## src/rtl/blitter_bus_responder_pkg.sv

```systemverilog
`default_nettype none
// ------------------------------------------------------------------
// blitter_bus_responder_pkg : shared arbiter states and bus slot constants
// Rev 1.0
// ------------------------------------------------------------------
package blitter_bus_responder_pkg;

  typedef enum logic [1:0] {
    IDLE  = 2'd0,
    REQ   = 2'd1,
    GRANT = 2'd2,
    REL   = 2'd3
  } arb_state_e;

  localparam logic [1:0]  SLOT_ADV    = 2'd0;
  localparam logic [1:0]  SLOT_STROBE = 2'd1;
  localparam logic [1:0]  SLOT_MEM    = 2'd2;
  localparam logic [1:0]  SLOT_LAST   = 2'd3;
  localparam logic [15:0] OPEN_BUS    = 16'hFFFF;

  function automatic logic [1:0] slot_after(input logic [1:0] s);
    return (s == SLOT_LAST) ? SLOT_ADV : 2'(s + 2'd1);
  endfunction

endpackage
`default_nettype wire

```

## src/rtl/blitter_bus_responder_bus_access_pipe.sv

```systemverilog
`default_nettype none
// ------------------------------------------------------------------
// bus_access_pipe : slot-1 capture, slot-2 RAM strobe, read latch, range check
// Rev 1.0
// ------------------------------------------------------------------
module bus_access_pipe
  import blitter_bus_responder_pkg::*;
#(
  parameter logic [22:0] RAM_TOP = 23'h200000,
  parameter int          ACC_W   = 16
) (
  input  logic             clk,
  input  logic             reset,
  input  logic             enable,
  input  logic [1:0]       bus_cycle,
  input  logic             bm_read,
  input  logic             bm_write,
  input  logic [22:0]      bm_addr,
  input  logic [15:0]      bm_data_out,
  input  logic [15:0]      ram_din,
  output logic [15:0]      bm_data_in,
  output logic [22:0]      ram_addr,
  output logic             ram_oe,
  output logic             ram_we,
  output logic [15:0]      ram_dout,
  output logic             range_err,
  output logic [ACC_W-1:0] acc_cnt,
  output logic             busy
);

  logic             pend_q, pend_d;
  logic             pend_rd_q, pend_rd_d;
  logic             pend_oor_q, pend_oor_d;
  logic [22:0]      ram_addr_q, ram_addr_d;
  logic [15:0]      ram_dout_q, ram_dout_d;
  logic             ram_oe_q, ram_oe_d;
  logic             ram_we_q, ram_we_d;
  logic [15:0]      bm_data_in_q, bm_data_in_d;
  logic             range_err_q, range_err_d;
  logic [ACC_W-1:0] acc_cnt_q, acc_cnt_d;
  logic             sample;
  logic             out_of_range;

  assign sample       = enable && (bus_cycle == SLOT_STROBE);
  assign out_of_range = (bm_addr >= RAM_TOP);

  always_comb begin
    pend_d       = 1'b0;
    pend_rd_d    = pend_rd_q;
    pend_oor_d   = pend_oor_q;
    ram_oe_d     = 1'b0;
    ram_we_d     = 1'b0;
    ram_addr_d   = ram_addr_q;
    ram_dout_d   = ram_dout_q;
    bm_data_in_d = bm_data_in_q;
    range_err_d  = range_err_q;
    acc_cnt_d    = acc_cnt_q;
    if (sample) begin
      if (bm_read && bm_write) begin
        range_err_d = 1'b1;
      end else if (bm_read || bm_write) begin
        pend_d     = 1'b1;
        pend_rd_d  = bm_read;
        pend_oor_d = out_of_range;
        ram_addr_d = bm_addr;
        ram_dout_d = bm_data_out;
        ram_oe_d   = bm_read && !out_of_range;
        ram_we_d   = bm_write && !out_of_range;
        if (out_of_range) range_err_d = 1'b1;
      end
    end
    // Out-of-range accesses still complete (and count) but return open-bus data.
    if (pend_q && (bus_cycle == SLOT_MEM)) begin
      acc_cnt_d = acc_cnt_q + ACC_W'(1);
      if (pend_rd_q) bm_data_in_d = pend_oor_q ? OPEN_BUS : ram_din;
    end
  end

  always_ff @(posedge clk) begin
    if (reset) begin
      pend_q       <= 1'b0;
      pend_rd_q    <= 1'b0;
      pend_oor_q   <= 1'b0;
      ram_addr_q   <= '0;
      ram_dout_q   <= '0;
      ram_oe_q     <= 1'b0;
      ram_we_q     <= 1'b0;
      bm_data_in_q <= OPEN_BUS;
      range_err_q  <= 1'b0;
      acc_cnt_q    <= '0;
    end else begin
      pend_q       <= pend_d;
      pend_rd_q    <= pend_rd_d;
      pend_oor_q   <= pend_oor_d;
      ram_addr_q   <= ram_addr_d;
      ram_dout_q   <= ram_dout_d;
      ram_oe_q     <= ram_oe_d;
      ram_we_q     <= ram_we_d;
      bm_data_in_q <= bm_data_in_d;
      range_err_q  <= range_err_d;
      acc_cnt_q    <= acc_cnt_d;
    end
  end

  assign bm_data_in = bm_data_in_q;
  assign ram_addr   = ram_addr_q;
  assign ram_oe     = ram_oe_q;
  assign ram_we     = ram_we_q;
  assign ram_dout   = ram_dout_q;
  assign range_err  = range_err_q;
  assign acc_cnt    = acc_cnt_q;
  assign busy       = pend_q;

endmodule
`default_nettype wire

```

## src/rtl/blitter_bus_responder.sv

```systemverilog
`default_nettype none
// ------------------------------------------------------------------
// blitter_bus_responder : bus arbiter + single-word access responder for the blitter
// Rev 1.0
// ------------------------------------------------------------------
module blitter_bus_responder
  import blitter_bus_responder_pkg::*;
#(
  parameter logic [22:0] RAM_TOP = 23'h200000,
  parameter int          ACC_W   = 16
) (
  input  logic             clk,
  input  logic             reset,
  input  logic [1:0]       bus_cycle,
  input  logic             cpu_busy,
  input  logic             br,
  output logic             bg,
  input  logic [22:0]      bm_addr,
  input  logic             bm_read,
  input  logic             bm_write,
  input  logic [15:0]      bm_data_out,
  output logic [15:0]      bm_data_in,
  output logic [22:0]      ram_addr,
  output logic             ram_oe,
  output logic             ram_we,
  output logic [15:0]      ram_dout,
  input  logic [15:0]      ram_din,
  output logic             range_err,
  output logic [ACC_W-1:0] acc_cnt
);

  arb_state_e state_q, state_d;
  logic       period_end;
  logic       pipe_busy;

  // Grant changes only as the slot counter wraps, so bg edges align to slot 0.
  assign period_end = (slot_after(bus_cycle) == SLOT_ADV);

  always_comb begin
    state_d = state_q;
    case (state_q)
      IDLE:    if (br) state_d = REQ;
      REQ: begin
        if (!br)                           state_d = IDLE;
        else if (period_end && !cpu_busy)  state_d = GRANT;
      end
      GRANT:   if (!br && period_end && !pipe_busy) state_d = REL;
      REL:     if (period_end) state_d = IDLE;
      default: state_d = IDLE;
    endcase
  end

  always_ff @(posedge clk) begin
    if (reset) state_q <= IDLE;
    else       state_q <= state_d;
  end

  assign bg = (state_q == GRANT);

  bus_access_pipe #(
    .RAM_TOP (RAM_TOP),
    .ACC_W   (ACC_W)
  ) u_pipe (
    .clk         (clk),
    .reset       (reset),
    .enable      (bg),
    .bus_cycle   (bus_cycle),
    .bm_read     (bm_read),
    .bm_write    (bm_write),
    .bm_addr     (bm_addr),
    .bm_data_out (bm_data_out),
    .ram_din     (ram_din),
    .bm_data_in  (bm_data_in),
    .ram_addr    (ram_addr),
    .ram_oe      (ram_oe),
    .ram_we      (ram_we),
    .ram_dout    (ram_dout),
    .range_err   (range_err),
    .acc_cnt     (acc_cnt),
    .busy        (pipe_busy)
  );

endmodule
`default_nettype wire

```

## config.mk

```make
export PLATFORM = sky130hd
export DESIGN_NAME = blitter_bus_responder
export DESIGN_NICKNAME = d
export VERILOG_FILES = /design/src/rtl/blitter_bus_responder_pkg.sv /design/src/rtl/blitter_bus_responder_bus_access_pipe.sv /design/src/rtl/blitter_bus_responder.sv
export SDC_FILE = /design/constraint.sdc
export NUM_CORES = 1
export LEC_CHECK = 0
export ABC_AREA = 1
export BUFFER_PORTS_ARGS = -buffer_cell sky130_fd_sc_hd__buf_2
export CAP_MARGIN = 20
export CORE_MARGIN = 2
export CORE_UTILIZATION = 30
export DETAILED_ROUTE_END_ITERATION = 12
export GPL_TIMING_DRIVEN = 0
export SLEW_MARGIN = 20
export SYNTH_ARGS = -nofsm -noshare
export SYNTH_HDL_FRONTEND = slang
export SYNTH_SLANG_ARGS = --single-unit
```

## constraint.sdc

```tcl
create_clock -name clk -period 1.9 [get_ports clk]
set_input_delay 0.38 -clock clk [delete_from_list [all_inputs] [get_ports clk]]
set_output_delay 0.38 -clock clk [all_outputs]
set_load 0.02 [all_outputs]
```

Yosys cells after proc, flatten, opt, wreduce, memory -nomap -nowiden --
Index checks and enable logic that the tools add are counted.
Storage, ports and cells: bits in registers 79, input bits 63, output and inout bits 75, logic and storage cells 62
Operators by class: add/sub/neg operators 2, order comparisons 1, equal/unequal tests 10, mux-type cells 12, bitwise gates (word level) 3, reduce and logical (&&, ||, !) cells 23
Operators with widths (count):
- $ge 23x22->1 const B | 1
- $add 16x1->16 const B | 1
- $mux 16 | 1
- $mux 2 | 6
- $eq 2x2->1 const B | 4
- $logic_and 1x1->1 | 8
- $pmux 2 s4 | 1
- $ne 2x2->1 const B | 3
- $reduce_and 3->1 | 2
- $eq 2x1->1 const B | 2
- $logic_not 1->1 | 4
- $logic_not 2->1 | 2
- $mux 1 | 4
- $reduce_and 4->1 | 1
- $reduce_bool 2->1 | 2
- $reduce_or 4->1 | 1
- $ne 3x3->1 const B | 1
- $not 1->1 | 3
- $reduce_or 3->1 | 1
- $add 2x1->2 const B | 1
- $reduce_and 2->1 | 1
- $logic_or 1x1->1 | 1

Depth between registers and ports, before layout --
Gate-level depths: netlist of the first run.
depth in word-level cells 7, mapped depth 9

Cells and area by module --
From an unflattened synthesis of the first run, not the netlist that was laid out.
Unflattened totals: cell total of the unflattened synthesis 427, area, all modules 3190.6 um^2
Modules (own cells, without submodules):
- bus_access_pipe | instances 1, cells each 398, area an instance 3036.7 um^2, seq. area each 1541.5 um^2
- blitter_bus_responder | instances 1, cells each 29, area an instance 153.9 um^2, seq. area each 40.0 um^2

Worst setup path after synthesis of the first run --
No wires, ideal clock.
kind in2reg, start point input port bm_read, end point register u_pipe.pend_oor_q, library setup time 0.070 ns, arrival time 1.395 ns, setup slack 0.435 ns, cell stages on the path 6, buffers on the path 2, cell sequence inv_1 ha_1 buf_1 clkbuf_1 nand3_1 a21oi_1
Between the ends: word-level cells in the longest chain between the ends 3, elaborated cells on any way between the ends 4, those cells by class bitwise: 1; reduce/logical: 3
Ends and longest elaborated chain:
- start, declared | line blitter_bus_responder.sv:19 | input logic bm_read,
- $logic_and 1x1->1 | line blitter_bus_responder_bus_access_pipe.sv:59 | if (bm_read && bm_write) begin
- $not 1->1 (no line)
- $reduce_and 3->1 (no line) (*)
- end signal, assigned | line blitter_bus_responder_bus_access_pipe.sv:94 | pend_oor_q <= pend_oor_d;
- end, declared | line blitter_bus_responder_bus_access_pipe.sv:33 | logic pend_oor_q, pend_oor_d;
Every way passes the cells marked *; elsewhere a longest branch is shown, timed or not. A chain may end at the register's enable or synchronous reset.

Final worst setup path of the first run --
start point register state_q[0], end point output port bg
Between the ends: word-level cells in the longest chain between the ends 1
Ends and longest elaborated chain:
- start, declared | line blitter_bus_responder.sv:32 | arb_state_e state_q, state_d;
- start signal, assigned | line blitter_bus_responder.sv:55 | else state_q <= state_d;
- $eq 2x2->1 | line blitter_bus_responder.sv:58 | assign bg = (state_q == GRANT);
- end, declared | line blitter_bus_responder.sv:17 | output logic bg,
No other way between the ends.

==> results of run 1 <==
==> cell families (layout without fill, tap and decap cells) <==
kind of cell    count (synthesis)  after routing  synth area share [%]
flops                          79             79                 49.39
xor+xnor                        2              2                0.5472
fa+ha+maj                       3              3                 1.172
compound gates                 77             77                 12.19
simple gates                  201            201                 29.00
buf+inv                        54            207                 7.698
==> worst reg2reg max path, delay by kind of cell (launching register included) <==
kind | cells | cell delay, ns
AO/OA/AOI/OAI | 1 | 0.06
buffers and inverters | 1 | 0.21
flip-flops | 1 | 0.42
AND/OR/NAND/NOR | 4 | 0.72
==> synthesized netlist by cell type, drive strengths merged <==
library cell / n / share of area (%)
nand4: 6 / 1.2
nand3: 65 / 11
inv: 30 / 3.5
o21a: 1 / 0.23
nor4: 2 / 0.39
a21oi: 50 / 7.8
nor3: 2 / 0.66
dfxtp: 79 / 49
o21ai: 25 / 3.9
clkbuf: 13 / 1.5
xor2: 2 / 0.55
a211oi: 1 / 0.23
ha: 3 / 1.2
nor2: 30 / 4.3
or2: 1 / 0.20
buf: 11 / 2.7
nand2: 94 / 11
nand3b: 1 / 0.23
==> final timing paths <==
check / start / endpoint / slack, ns / cells past startpoint
worst min-delay path: ram_din[6] / u_pipe.bm_data_in[6]$_SDFFE_PP1P_ / 0.26 / 3
worst max-delay path: state_q[0]$_SDFFE_PP0P_ / bg / 0.37 / 4
worst max register to register: register / u_pipe.pend_oor_q$_SDFFE_PP0P_ / 0.37 / 6
worst min register to register: u_pipe.bm_data_in[3]$_SDFFE_PP1P_ / u_pipe.bm_data_in[3]$_SDFFE_PP1P_ / 0.46 / 2
==> cell type report <==
class                   instances  share of cell area [%]
plain buffers                  24                   3.130
clock buffers                  10                   2.983
clock inverters                 6                   2.164
inverters                      30                   2.632
multi-input cells             283                   32.11
flip-flops and latches         79                   36.97
well taps                     136                   3.978
repair buffers                137                   16.03
==> through the flow <==
stage          hold slack, ns  power, mW  utilization [%]  worst slack (ns)  instances
6_report               0.2575      3.308            41.44            0.3676        705
5_1_grt                0.2538      3.471            41.44            0.2010        705
4_1_cts                0.2426      3.363            41.44            0.3462        705
3_5_place_dp           0.4422      1.957            39.30           0.04230        689
3_3_place_gp           0.4351      1.950            39.30           0.02968        689
2_1_floorplan          0.4801      1.842                -            0.4346        416
==> power breakdown <==
group / internal [mW] / leakage, nW / switching [mW] / total (mW)
combinational: 0.0896 / 1.16 / 0.145 / 0.234
clock: 0.750 / 0.104 / 0.642 / 1.39
sequential: 1.67 / 0.637 / 0.0121 / 1.68
total: 2.51 / 1.90 / 0.799 / 3.31
==> registers in the layout, summed over array words and instances, names as in the netlist, named ones only <==
name / flops
u_pipe.ram_dout: 16
u_pipe.pend_rd_q: 1
u_pipe.ram_oe: 1
u_pipe.busy: 1
u_pipe.ram_we: 1
u_pipe.acc_cnt: 16
state_q: 1
u_pipe.pend_oor_q: 1
u_pipe.range_err: 1
u_pipe.bm_data_in: 16
u_pipe.ram_addr: 23
==> metal layers <==
layer  up-vias  track usage (%)
li1       1670                -
met2       101            26.81
met3        10            6.235
met1      1477            19.12
met4         0            4.545
met5         -                0
==> implementation parameters, run 1 <==
Parameter                              Value

Run status
  Run status    finished clean

Final layout
  Area used by sequential logic in the layout    between 0.0015 and 0.002 mm^2
  Leading cell types in the layout, fill and taps excluded    142 x buf_2, 92 x nand2_1, 79 x dfxtp_1, 63 x nand3_1, 50 x a21oi_1
  Layout cell share with drive strength beyond 1    30.76%
  Cell area after layout    0.004278 mm^2
  Synth-to-Final Area Change    33.61%
  Antenna fix cells    0
  Count of filler cells inserted in the layout    approximately 1100
  Leading cell type in the layout, fill and taps excluded    buf_2
  Net count, final    630
  Area used by multi-input combinational logic    ~0.0014 mm^2

Synth
  Number of unique standard cell types used by synthesis    29
  Area of the mapped netlist    between 0.003 and 0.004 mm^2
  Net count after synthesis    about 480
  Synthesized area per cell    a little under 8 um^2
  Synth warnings    0
  Number of register bits inferred by synthesis    79
  Share of the yosys chip area belonging to registers    about half
  Cells after Synth    roughly 420

Critical path
  Slowest library cell on the worst path    dfxtp_1
  Cell chain of the critical path    inv_1 > nand2_1 > inv_1 > buf_2
  CP Buf/Inv Count    3
  Largest delay share family, worst path    flip-flops
  Arrival time at the worst endpoint    about 1.2 ns
  Crit Path Category    reg2out
  CP dominant cell by count    inv_1
  Required time of the critical path    1.52 ns
  Max incr delay on CP    ~0.38 ns
  Type of element capturing the critical path    primary output
  Sort of element at the start of the critical path    register
  Maximum fanout along the worst path    4

Clocking
  Worst-skew pair later-pin latency    0.35 ns
  TritonCTS buffer count    9
  Post-cts resize count    0
  Clk buf depth    2
  TritonCTS clock tree    built
  Clock-pin slew on the worst setup and hold paths    ~0.08 ns
  Post-CTS setup repair buffer count    0
  Hold-fix buffer count after cts    0
  Root buffer cell    clkbuf_8
  CTS sink count    79
  Total number of H-tree levels    3

Floorplanning
  FP Rows    37
  I/O pins    138
  Total Die Area    roughly 0.012 mm^2
  Placeable core area    roughly 0.010 mm^2
  Height of the die    107.3 um
  Die Width    between 100 and 150 um
  Starting Density    a little under a third

Detailed routing
  DRC    0
  Wire length the detailed router placed on met1    around 3800 um
  Routed wire length    roughly 9000 um
  Top layer used by detailed routing    met4
  Number of detailed-routing iterations run before antenna repair    4
  Met3 wire length    between 700 and 800 um
  Post-detailed-route via-to-cell ratio    ~4.6
  Met2 wire length    ~4300 um
  DRC violation total after the first TritonRoute iteration    between 90 and 100
  Post-detailed-route count of antenna-violating nets    0
  Number of vias in the routed layout    approximately 3300
  Drt wl/cell    approximately 13 um

Power and ir drop
  Static leakage    approximately 1.9 nW
  Worst IR drop on VDD    roughly 0.0004 V
  Total power density per cell area    a little under 800 mW/mm^2

STA
  Maximum clock skew at final layout    0.01375 ns
  Final setup fails    0
  Time the final worst path needs with I/O delays and setup    1.532 ns
  Highest clock rate    roughly 650 MHz
  Final critical-path share of the clock period    80.65%
  Hold Vio Cnt, Final    0
  Remaining max-slew budget at the tightest pin    between 60% and 70%
  Slew Viols, Final    0
  Worst-margin pin slew    0.5250 ns
  Sum of negative setup slack    0 ns
  RSZ-0062 raised after global routing    no

GRT
  GRT Overall Usage    16.05%
  Number of antenna violations at the first check in global routing    0
  Wire length of the first global-routing pass    14770 um
  Pin count of the biggest net entering global routing    15
  Via count of the first global-routing pass    ~3100
  Gr ovfl total    0

Placed design
  Post-DP HPWL    6793 um
  Cell area after placement    ~0.0041 mm^2
  Final GP Congestion    0.8030
  Buffers added on ports    ~140

Min path
  Path type of the worst min-delay path    in2reg

Run
  Max-Cap Viols    0
(Power assumes the default switching activity.)
==> run 2, diff against run 1 <==
Clock period 1.9 ns to 1.4 ns, I/O delays scaled along.
==> run 2 against run 1 <==
Against the previous run: design area increased by 3.4%; clock-buffer cell count stayed put; combinational power is 50% higher; clock power rose by 36%; first-iteration DRC count rose by 8.6%; critical path depth did not move; sequential power up 36%; cell count rose by 1.3%; total power is 37% higher; clock skew is 0.0013 ns higher; non-clock buffer count grew 9; die area unchanged; largest power group unchanged.
==> implementation parameters, run 2 (same netlist as run 1, synthesis figures left out) <==
Parameter                              Value

Power and ir drop
  Switching portion of total power    around a quarter
  Share of total power in sequential cells    50.5%
  Relative contribution of combinational cells to total power    7.8%
  Clock network fraction of design power    approximately two fifths
  Sw power    ~1.1 mW
  Total power density per cell area    between 1000 and 1500 mW/mm^2
  Internal power    about 3.4 mW
  Static leakage    just under 2 nW
  Worst IR drop on VDD    between 0.0005 and 0.0006 V

Floorplanning
  FP Rows    37
  Starting Density    between 30 and 40%
  Die Width    107.3 um
  Height of the die    ~110 um
  Placeable core area    between 0.01 and 0.015 mm^2
  I/O pins    approximately 140
  Total Die Area    ~0.012 mm^2

Final layout
  Layout cell share with drive strength beyond 1    roughly 36%
  Leading cell types in the layout, fill and taps excluded    138 x buf_2, 91 x nand2_1, 75 x dfxtp_1, 61 x nand3_1, 42 x a21oi_1
  Number of flip-flops under the largest register name    23
  Synth-to-Final Area Change    38.18%
  Antenna fix cells    0
  Leading cell type in the layout, fill and taps excluded    buf_2
  Non-filler instance count after layout    just over 700
  Net count, final    ~640

Critical path
  Crit Path Category    reg2out
  Type of element capturing the critical path    primary output
  R2R cell count    7
  Flop-to-flop setup slack    0.09 ns
  Crit path to    bg
  Reg-to-reg endpoint    u_pipe.ram_addr[20]$_SDFFE_PP0P_
  Arrival time at the worst endpoint    roughly 1.0 ns
  Setup crit start    state_q[0]$_SDFFE_PP0P_
  FF-to-FF Start    state_q[0]$_SDFFE_PP0P_
  Required time of the critical path    1.12 ns
  Sort of element at the start of the critical path    register
  Maximum fanout along the worst path    3

Clocking
  CTS sink count    79
  Clock-pin slew on the worst setup and hold paths    0.08 ns
  Total number of H-tree levels    3
  Clk buf depth    2
  Worst-skew pair later-pin latency    about 0.35 ns
  Root buffer cell    clkbuf_8
  TritonCTS clock tree    built
  TritonCTS buffer count    9

Min path
  Path type of the worst min-delay path    in2reg
  Hold Path Cell Cnt    3

Placed design
  Post-DP HPWL    ~6800 um
  Cell count after placement    between 600 and 700
  Final GP Congestion    0.8030
  Buffers added on ports    approximately 140
  Worst setup slack before clock tree synthesis    -0.3577 ns

Detailed routing
  Post-detailed-route via-to-cell ratio    roughly 4.6
  Drt wl/cell    between 10 and 15 um
  Post-detailed-route count of antenna-violating nets    0
  Number of vias in the routed layout    between 3000 and 4000
  DRC    0
  DRC violation total after the first TritonRoute iteration    approximately 100
  Routed wire length    just over 9000 um
  Number of detailed-routing iterations run before antenna repair    4

GRT
  Global routing's busiest layer    met2
  Pin count of the biggest net entering global routing    15
  Gr ovfl total    0
  Fraction of met1 tracks used by global routing    19.23%
  Number of antenna violations at the first check in global routing    0
  Wire length of the first global-routing pass    14880 um
  GRT Overall Usage    between 15 and 20%
  Via count of the first global-routing pass    a little over 3000
  Met2 Usage GRT    27.12%
  Met3 Usage GRT    under 10%

STA
  Post-layout worst setup margin    0.08675 ns
  Slew Viols, Final    0
  Time the final worst path needs with I/O delays and setup    approximately 1.3 ns
  Hold Vio Cnt, Final    0
  Final critical-path share of the clock period    between 90% and 100%
  Highest clock rate    761.5 MHz
  RSZ-0062 raised after global routing    yes
  Final setup fails    0
  Remaining max-slew budget at the tightest pin    61.15%
  Maximum clock skew at final layout    between 0.015 and 0.02 ns
  Worst-margin pin slew    just under 0.6 ns

Run
  Max-Cap Viols    0

Run status
  Run status    finished clean
==> run 2: cell types whose count changed in the layout (fill, tap and decap cells not counted), sizes merged <==
cell  before  now
buf      148  157
==> run 2: critical path, stage by stage (launching register included) <==
cell and delay [ns]:
dfxtp_2 0.33, inv_2 0.07, nand2_2 0.07, inv_1 0.08
buf_4 0.14
==> run 2: worst min-delay path by stage <==
stage | start | endpoint | slack (ns)
after floorplan | ram_din[6] | u_pipe.bm_data_in[6]$_SDFFE_PP1P_ | 0.41
after global placement | u_pipe.bm_data_in[3]$_SDFFE_PP1P_ | u_pipe.bm_data_in[3]$_SDFFE_PP1P_ | 0.44
after detailed placement | u_pipe.bm_data_in[3]$_SDFFE_PP1P_ | u_pipe.bm_data_in[3]$_SDFFE_PP1P_ | 0.44
after CTS | ram_din[6] | u_pipe.bm_data_in[6]$_SDFFE_PP1P_ | 0.14
after global routing | ram_din[14] | u_pipe.bm_data_in[14]$_SDFFE_PP1P_ | 0.16
final | ram_din[6] | u_pipe.bm_data_in[6]$_SDFFE_PP1P_ | 0.16
==> run 2: final cells by class <==
class                      instances  area [um^2]
clock inverter                     6        92.59
fill                            1082         5899
inverter                          30        112.6
tap                              136        170.2
sequential                        79         1587
buffer                            22        128.9
multi-input combinational        283         1431
clock buffer                      10        127.6
timing repair buffer             148        774.5
==> run 2: per-stage QoR <==
stage               total power [mW]  hold slack (ns)  util [%]  cell area (um^2)  setup TNS (ns)
CTS                            4.586           0.1426     41.98              4334               0
finish                         4.519           0.1599     42.86              4424               0
global placement               2.647           0.4351     39.30              4058          -12.21
global route                   4.738           0.1590     42.86              4424        -0.04556
detailed placement             2.656           0.4422     39.30              4058          -13.82
floorplan                      2.500           0.4098         -              3202               0
==> run 2: power by group through the flow <==
| stage | clock network [mW] | registers [mW] | logic [mW] |
|---|---|---|---|
| floorplan | 0 | 2.34 | 0.158 |
| global placement | 0 | 2.33 | 0.315 |
| detailed placement | 0 | 2.33 | 0.323 |
| CTS | 1.96 | 2.28 | 0.346 |
| global route | 2.06 | 2.29 | 0.391 |
| finish | 1.89 | 2.28 | 0.350 |
==> run 2: routing by layer <==
| layer | vias to the layer above | part of all wire (%) |
|---|---|---|
| li1 | 1693 | - |
| met3 | 7 | 7.4 |
| met1 | 1501 | 42 |
| met4 | 0 | 0.96 |
| met2 | 89 | 49 |
| met5 | - | 0 |
==> run 2: repair_timing <==
item / 4_1_cts / 5_1_grt
pin swaps: 7 / 8
resized for setup: 10 / 28
hold buffers: 0 / 0
setup endpoints to repair: 46 / 55
setup buffers: 4 / 7
==> run 3, diff against run 2 <==
Settings changed: GPL_TIMING_DRIVEN 0 to default.
Clock period 1.4 ns to 1.6 ns, I/O delays scaled along.
==> run 3 against run 2 <==
Against the previous run: clock skew shrank 0.0058 ns; critical path type unchanged; die area is the same; design area shrank 3.1%; clock power shrank 13%; critical endpoint unchanged.
==> implementation parameters, run 3 (same netlist as run 1, synthesis figures left out) <==
Parameter                              Value

Critical path
  Flop-to-flop setup slack    around 0.20 ns
  CP Buf/Inv Count    3
  Sort of element at the start of the critical path    register
  Type of element capturing the critical path    primary output
  Maximum fanout along the worst path    4
  Max incr delay on CP    approximately 0.38 ns
  Cell chain of the critical path    inv_1 > nand2_1 > inv_1 > buf_2
  Arrival time at the worst endpoint    roughly 1.2 ns
  Slowest library cell on the worst path    dfxtp_1
  R2R cell count    6
  Crit Path Category    reg2out
  CP dominant cell by count    inv_1
  WP depth    4
  Reg-to-reg endpoint    u_pipe.ram_dout[4]$_SDFFE_PP0P_
  Largest delay share family, worst path    flip-flops
  Required time of the critical path    ~1.3 ns

Final layout
  Synth-to-Final Area Change    33.88%
  Antenna fix cells    0
  Count of filler cells inserted in the layout    1085
  Post-Route Utilization    roughly two fifths
  Net count, final    620
  Leading cell type in the layout, fill and taps excluded    buf_2
  Layout cell share with drive strength beyond 1    between 30% and 40%
  Leading cell types in the layout, fill and taps excluded    137 x buf_2, 92 x nand2_1, 79 x dfxtp_1, 63 x nand3_1, 50 x a21oi_1
  Number of flip-flops under the largest register name    23
  Non-filler instance count after layout    roughly 700

GRT
  Gr ovfl total    0
  GRT Overall Usage    around 15%
  Pin count of the biggest net entering global routing    35
  Wire length of the first global-routing pass    13880 um
  Via count of the first global-routing pass    slightly above 3000
  Number of antenna violations at the first check in global routing    0

Floorplanning
  Starting Density    between 30 and 40%
  Total Die Area    roughly 0.012 mm^2
  Die Width    between 100 and 150 um
  Placeable core area    0.01032 mm^2
  FP Rows    37
  Height of the die    around 110 um
  I/O pins    between 100 and 150

Power and ir drop
  Internal power    between 2 and 3 mW
  Static leakage    between 1.5 and 2 nW
  Share of total power in sequential cells    between 50% and 60%
  Total power density per cell area    ~910 mW/mm^2
  Clock network fraction of design power    a little over two fifths
  Worst IR drop on VDD    about 0.00046 V
  Sw power    a little over 900 uW
  Switching portion of total power    a little under a quarter
  Relative contribution of combinational cells to total power    just over 7%

STA
  Time the final worst path needs with I/O delays and setup    approximately 1.5 ns
  Sum of negative setup slack    0 ns
  RSZ-0062 raised after global routing    no
  Slew Viols, Final    0
  Post-layout worst setup margin    ~0.12 ns
  Worst-margin pin slew    0.5330 ns
  Highest clock rate    676.5 MHz
  Final setup fails    0
  Hold Vio Cnt, Final    0
  Final critical-path share of the clock period    between 90% and 100%
  Maximum clock skew at final layout    just over 0.009 ns
  Remaining max-slew budget at the tightest pin    between 60% and 70%

Placed design
  Worst setup slack before clock tree synthesis    about 0.073 ns
  Final GP Congestion    ~0.83
  Buffers added on ports    137
  Cell count after placement    slightly below 700
  Post-DP HPWL    6242 um

Detailed routing
  Number of detailed-routing iterations run before antenna repair    5
  Routed wire length    about 8500 um
  Post-detailed-route via-to-cell ratio    roughly 4.6
  DRC violation total after the first TritonRoute iteration    ~130
  Post-detailed-route count of antenna-violating nets    0
  Drt wl/cell    12.24 um
  DRC    0
  Number of vias in the routed layout    about 3200

Min path
  Startpoint of the worst hold path    ram_din[7]
  Hold Path Cell Cnt    3
  Hold endpoint    u_pipe.bm_data_in[7]$_SDFFE_PP1P_
  Path type of the worst min-delay path    in2reg

Clocking
  Worst-skew pair later-pin latency    approximately 0.34 ns
  CTS sink count    79
  Clk buf depth    2
  Post-CTS setup repair buffer count    0
  Hold-fix buffer count after cts    0
  Total number of H-tree levels    3
  Post-cts resize count    0
  TritonCTS clock tree    built
  TritonCTS buffer count    9
  Root buffer cell    clkbuf_8
  Clock-pin slew on the worst setup and hold paths    0.09 ns

Run status
  Run status    finished clean

Run
  Max-Cap Viols    0
-- run 3: cell types whose count changed in the layout (fill, tap and decap cells not counted), moves of 4 or more --
cell	change
a21oi_1	+8
a21oi_2	-8
buf_6	-5
clkbuf_1	-8
clkbuf_2	-5
dfxtp_1	+4
dfxtp_2	-4
-- run 3: how the worst max path moves through the flow --
stage                                  from                                end  slack (ns)
floorplan                           bm_read     u_pipe.pend_oor_q$_SDFFE_PP0P_        0.19
global placement               bus_cycle[0]  u_pipe.bm_data_in[5]$_SDFFE_PP1P_        0.12
detailed placement             bus_cycle[0]  u_pipe.bm_data_in[5]$_SDFFE_PP1P_        0.07
CTS                 state_q[0]$_SDFFE_PP0P_                                 bg         0.1
global route        state_q[0]$_SDFFE_PP0P_                                 bg        0.01
finish              state_q[0]$_SDFFE_PP0P_                                 bg        0.12
-- run 3: stage by stage --
stage | instance area [um^2] | hold slack (ns) | power (mW)
2_1_floorplan | 3202 | 0.4498 | 2.187
3_3_place_gp | 4066 | 0.4382 | 2.321
3_5_place_dp | 4066 | 0.4422 | 2.326
4_1_cts | 4287 | 0.1837 | 3.989
5_1_grt | 4287 | 0.1947 | 4.101
6_report | 4287 | 0.2052 | 3.919
-- run 3: cell type report --
type                            instances  area, um^2  share of cell area (%)
Tap cell                              136       170.2                   3.970
Sequential cell                        79        1582                   36.89
Inverter                               30       112.6                   2.627
Timing Repair Buffer                  151       828.3                   19.32
Multi-Input combinational cell        283        1374                   32.05
Clock buffer                           10       127.6                   2.977
Clock inverter                          6       92.59                   2.160
-- run 3: layer usage --
layer	GRT usage (%)	share of wire [%]
met4	5.102	1.2
met5	0	0
met1	18.02	44
met3	5.387	8.4
met2	24.73	47
-- run 3: power groups by stage --
stage | Combinational [mW] | Clock [mW] | Sequential [mW]
2_1_floorplan | 0.138 | 0 | 2.05
3_3_place_gp | 0.280 | 0 | 2.04
3_5_place_dp | 0.283 | 0 | 2.04
6_report | 0.281 | 1.64 | 2.00
4_1_cts | 0.284 | 1.71 | 2.00
5_1_grt | 0.314 | 1.78 | 2.00
-- run 3: worst reg2reg max path: stages, from the launching register on --
cell and delay [ns]:
dfxtp_1 0.41, nand2_1 0.13, nor3_4 0.31, nand2_4 0.13, buf_12 0.18, nand2_1 0.07
a21oi_1 0.05
